`src/rtl/div_seq.sv`:
```
// Iterative radix-2 restoring divider producing quotient and remainder,
// signed or unsigned per operation, one quotient bit per clock.
module div_seq #(
  parameter int WIDTH = 32
) (
  input  logic             clk,
  input  logic             clr,
  input  logic             start,
  input  logic             is_signed,
  input  logic [WIDTH-1:0] dividend,
  input  logic [WIDTH-1:0] divisor,
  output logic [WIDTH-1:0] quotient,
  output logic [WIDTH-1:0] remainder,
  output logic             busy,
  output logic             ready,
  output logic             exception
);

  localparam int CW = (WIDTH > 2) ? $clog2(WIDTH) : 1;

  typedef enum logic [1:0] {IDLE, RUN, DONE} state_t;

  state_t           state_reg;
  logic [CW-1:0]    cnt_reg;
  logic             sgn_reg;
  logic             dvd_neg_reg;
  logic             dvs_neg_reg;
  logic [WIDTH-1:0] dvd_reg;   // dividend magnitude shifting out, quotient shifting in
  logic [WIDTH-1:0] dvs_reg;
  logic [WIDTH-1:0] rem_reg;

  logic             dvd_neg;
  logic             dvs_neg;
  logic [WIDTH-1:0] dvd_mag;
  logic [WIDTH-1:0] dvs_mag;
  logic [WIDTH:0]   trial;
  logic [WIDTH-1:0] diff;
  logic             q_bit;
  logic [WIDTH-1:0] rem_next;
  logic [WIDTH-1:0] quo_next;
  logic [WIDTH-1:0] q_fix;
  logic [WIDTH-1:0] r_fix;
  logic             last_step;

  // Magnitudes are held as unsigned WIDTH-bit values, so the most-negative
  // operand maps cleanly onto 2^(WIDTH-1).
  assign dvd_neg = is_signed & dividend[WIDTH-1];
  assign dvs_neg = is_signed & divisor[WIDTH-1];
  assign dvd_mag = dvd_neg ? -dividend : dividend;
  assign dvs_mag = dvs_neg ? -divisor : divisor;

  // When the trial value is at least the divisor, the difference is below
  // the divisor and therefore fits in WIDTH bits.
  assign trial    = {rem_reg, dvd_reg[WIDTH-1]};
  assign diff     = trial[WIDTH-1:0] - dvs_reg;
  assign q_bit    = (trial >= {1'b0, dvs_reg});
  assign rem_next = q_bit ? diff : trial[WIDTH-1:0];
  assign quo_next = {dvd_reg[WIDTH-2:0], q_bit};

  assign q_fix     = (sgn_reg & (dvd_neg_reg ^ dvs_neg_reg)) ? -quo_next : quo_next;
  assign r_fix     = (sgn_reg & dvd_neg_reg) ? -rem_next : rem_next;
  assign last_step = (cnt_reg == CW'(WIDTH - 1));

  always_ff @(posedge clk) begin
    if (clr) begin
      state_reg   <= IDLE;
      cnt_reg     <= '0;
      sgn_reg     <= 1'b0;
      dvd_neg_reg <= 1'b0;
      dvs_neg_reg <= 1'b0;
      dvd_reg     <= '0;
      dvs_reg     <= '0;
      rem_reg     <= '0;
      quotient    <= '0;
      remainder   <= '0;
      busy        <= 1'b0;
      ready       <= 1'b0;
      exception   <= 1'b0;
    end else begin
      case (state_reg)
        IDLE, DONE: begin
          ready <= 1'b0;
          if (start) begin
            sgn_reg     <= is_signed;
            dvd_neg_reg <= dvd_neg;
            dvs_neg_reg <= dvs_neg;
            dvd_reg     <= dvd_mag;
            dvs_reg     <= dvs_mag;
            rem_reg     <= '0;
            cnt_reg     <= '0;
            exception   <= 1'b0;
            if (divisor == '0) begin
              // Zero divisor completes immediately with the raw dividend.
              state_reg <= DONE;
              quotient  <= '0;
              remainder <= dividend;
              exception <= 1'b1;
              ready     <= 1'b1;
            end else begin
              state_reg <= RUN;
              busy      <= 1'b1;
            end
          end else if (state_reg == DONE) begin
            state_reg <= IDLE;
          end
        end
        RUN: begin
          rem_reg <= rem_next;
          dvd_reg <= quo_next;
          cnt_reg <= cnt_reg + 1'b1;
          if (last_step) begin
            state_reg <= DONE;
            busy      <= 1'b0;
            ready     <= 1'b1;
            quotient  <= q_fix;
            remainder <= r_fix;
          end
        end
        default: state_reg <= IDLE;
      endcase
    end
  end

endmodule
```
`config.mk`:
```
export PLATFORM = sky130hd
export DESIGN_NAME = div_seq
export DESIGN_NICKNAME = d
export VERILOG_FILES = /design/src/rtl/div_seq.sv
export SDC_FILE = /design/constraint.sdc
export NUM_CORES = 1
export LEC_CHECK = 0
export CAP_MARGIN = 20
export CORE_UTILIZATION = 57
export CTS_CLUSTER_SIZE = 28
export DETAILED_ROUTE_END_ITERATION = 10
export PLACE_DENSITY_LB_ADDON = 0.15
export SLEW_MARGIN = 25
export SYNTH_ARGS = -nofsm -noshare
export SYNTH_HDL_FRONTEND = slang
export SYNTH_SLANG_ARGS = --single-unit
export TNS_END_PERCENT = 10
```
`constraint.sdc`:
```
create_clock -name clk -period 6.8 [get_ports clk]
set_clock_uncertainty 0.1 [all_clocks]
set_input_delay 1.36 -clock clk [delete_from_list [all_inputs] [get_ports clk]]
set_output_delay 1.36 -clock clk [all_outputs]
set_load 0.02 [all_outputs]
```
==> summary.md <==
| Metric | Value |
|---|---|
| Outcome | finished clean |
| Syn_nets | 1722 |
| Final GP Congestion | 0.926 |
| # IOs | 135 |
| Routed len/inst | 19.2 um |
| Postcts setup bufs | 0 |
| # H-tree levels | 4 |
| Num CTS Buffers | 17 |
| Critical Path Source Type | flip-flop |
| 1st-iter DRT viols | 982 |
| Power Total | 0.00359 W |
| Slowest CP cell | ha_1 |
| Port bufs | 134 |
| Crit path DAT | 5.71 ns |
| Total gr overflow | 0 |
| Peak VDD IR | 0.000193 V |
| Largest net degree at the start of global routing | 89 |
| Initial Util | 57.9% |
| Max frequency | 0.182 GHz |
| Clock Latency Late Sink | 0.44 ns |
| Hold Vio Cnt, Final | 0 |
| Clock Power Share | 26.8% |
| Cell taking the most area after synthesis | dfxtp_1 |
| WS Path Type | flip-flop to flip-flop |
| Setup ws final | 1.31 ns |
| Number of max-cap violations | 0 |
| Reg2Reg Setup Slack | 1.31 ns |
| Die area | 21900 um2 |
| Cell leakage power | 5.23 nW |
| Async SR Flop Fraction | 0% |
| Root Driver | clkbuf_16 |
| Place WS | 1.23 ns |
| Synth warn | 0 |
| RSZ-0062 raised after global routing | no |
| Ant. Diodes | 0 |
| Post-DP HPWL | 27600 um |
| Cells after synthesis | 1615 |
| CP Data Required Time | 7.02 ns |
| Vias in the first global route | 11107 |
| Post-synth cell types | 94 |
| Post-CTS Resized | 0 |
| Commonest non-fill, non-tap cell in the layout | nor2_1 |
| Sum Neg Setup Slack | 0 ns |
| Routed Antenna Nets | 0 |
| Slowest stage delay, CP | 0.55 ns |
| Pwr per Cell Area | 257 nW/um2 |
| Die X | 148 um |
| Most frequent cells in the layout | nor2_1, nand2_1, dfxtp_1 |
| Worst Max-Slew Pin Slew | 1.00 ns |
| CTS max path bufs | 2 |
| HP Class | flip-flop to flip-flop |
| P_int | 0.00210 W |
| Initial antenna violation count | 0 |
| Seq cells post-synth | 173 |
| Area Overhead vs Synth | 15.3% |
| Area contributors post-synth | dfxtp_1, nor2_1, nand2_1, xor2_1, xnor2_1 |
| Syn Area/Cell | 7.51 um2 |
| Part of the power in combinational logic | 41.6% |
| Num rows | 53 |
| Filler Cell Count | 1867 |
| # nets final | 1775 |
| Crit path cell chain | ha_1 -> and3_4 -> and4_1 -> o21ai_2 -> a31o_2 -> nand2_2 -> mux2i_1 -> ha_1 -> nand2b_1 -> or4_1 -> or3_1 -> nor3_1 -> a31oi_1 -> nor4_1 -> a31oi_1 -> xnor2_1 -> a2111oi_1 |
| Critical-path maximum fanout | 17 |
| All-Layer GR Usage | 33.6% |
| Mapped cell area | 12100 um2 |
| Final period util | 80.8% |
| Pre-antenna DRT Iters | 5 |
| Sequential cell area fraction in the yosys report | 28.5% |
| Yosys top cell area share | 28.5% |
| Crit end category | flip-flop |
| Part of the power in registers | 31.5% |
| First-pass GRT wire length | 58400 um |
| Sw Share | 41.7% |
| Fin crit period | 5.49 ns |
| Routed vias | 12365 |
| DIE HEIGHT | 148 um |
| WL final | 37500 um |
| Slew Limit Fails | 0 |
| Sw Pwr | 0.00150 W |
| Clock sinks | 173 |
| Vias per inst | 6.32 |
| Share of cells above drive strength 1 | 6.19% |
| CTS tree | yes |
| Slew HR | 32.7% |
| Post-synth EDFFs | 0 |
| Reg clk slew, reported paths | 0.08 ns |
| Setup-failing EPs final | 0 |
| Drc violations | 0 |
| Top FF cell, synth | dfxtp_1 |
| Hold-fix buffers, CTS | 0 |
| Core ar. | 21000 um2 |
-- cell families (layout without fill, tap and decap cells) --
group	Yosys count	after routing	share of synthesized area, %
AO/OA/AOI/OAI	454	454	26.3
XOR/XNOR	133	133	9.60
adder cells (fa/ha/maj)	39	39	4.08
buffers and inverters	162	228	5.74
flip-flops	173	173	28.5
multiplexers	18	18	1.62
AND/OR/NAND/NOR	636	636	24.1
-- power groups by stage --
stage / Sequential (W) / Combinational, W / Clock [W]
after floorplan: 0.00112 / 0.00111 / 0
after global placement: 0.00115 / 0.00144 / 0
after detailed placement: 0.00115 / 0.00145 / 0
after CTS: 0.00113 / 0.00146 / 0.000968
after global routing: 0.00114 / 0.00161 / 0.00101
final: 0.00113 / 0.00150 / 0.000964
-- stage by stage --
step | instances | hold WS (ns) | utilization [%] | instance area [um2]
floorplan | 1615 | 0.332 | - | 12100
finish | 1956 | 0.352 | 66.8 | 14000
global placement | 1924 | 0.334 | 64.0 | 13400
global route | 1956 | 0.371 | 66.8 | 14000
CTS | 1956 | 0.354 | 66.8 | 14000
detailed placement | 1924 | 0.344 | 64.0 | 13400
-- area by class of cell --
type | count | area, um2 | share of cell area, %
multi-input cells | 1280 | 8000 | 57.2
flip-flops and latches | 173 | 3460 | 24.8
repair buffers | 144 | 1410 | 10.1
clock buffers | 17 | 425 | 3.04
well taps | 275 | 344 | 2.46
inverters | 52 | 195 | 1.40
clock inverters | 15 | 150 | 1.07
-- critical path: cells and delay by family (launching register included) --
| family | cells | cell delay [ns] |
|---|---|---|
| mux | 1 | 0.34 |
| flops | 1 | 0.37 |
| compound gates | 5 | 1.13 |
| xor+xnor | 1 | 0.17 |
| simple gates | 8 | 2.42 |
| fa+ha+maj | 2 | 0.83 |
-- synthesized netlist by cell type (5+ instances only) --
cell type / number
nand2_1: 183
a21o_1: 14
xnor2_1: 66
nor2_1: 261
and3_1: 10
o21a_1: 7
nand3_1: 17
dfxtp_1: 173
buf_2: 16
nor3_1: 32
ha_1: 38
a311oi_2: 6
a311oi_1: 30
buf_4: 7
o21ai_1: 7
o31ai_1: 16
or4_1: 8
and2_1: 10
buf_6: 5
a31oi_1: 15
nor2b_1: 10
o211ai_1: 7
a211oi_1: 35
nand4_1: 14
nand2b_1: 19
a221oi_1: 6
mux2i_1: 14
clkbuf_1: 71
a2111oi_0: 15
nor4_1: 19
or2_2: 5
or3_1: 18
o21ai_0: 72
xor2_1: 67
inv_1: 51
o41ai_1: 14
a22oi_1: 41
o31a_1: 5
buf_1: 10
a21oi_1: 113
-- per-layer routing --
| metal | GRT usage, % | wire, um |
|---|---|---|
| met1 | 42.7 | 15600 |
| met2 | 55.9 | 17500 |
| met3 | 4.44 | 2670 |
| met4 | 16.7 | 1720 |
| met5 | 0 | 0 |
-- final timing paths --
path,cells past startpoint,start,to
hold / removal,2,quotient[29],quotient[29]
hold reg to reg,2,quotient[29],quotient[29]
setup / recovery,17,rem_reg[7],remainder[30]
setup reg to reg,17,rem_reg[7],remainder[30]
No activity file was read; power rests on OpenSTA's default activity.
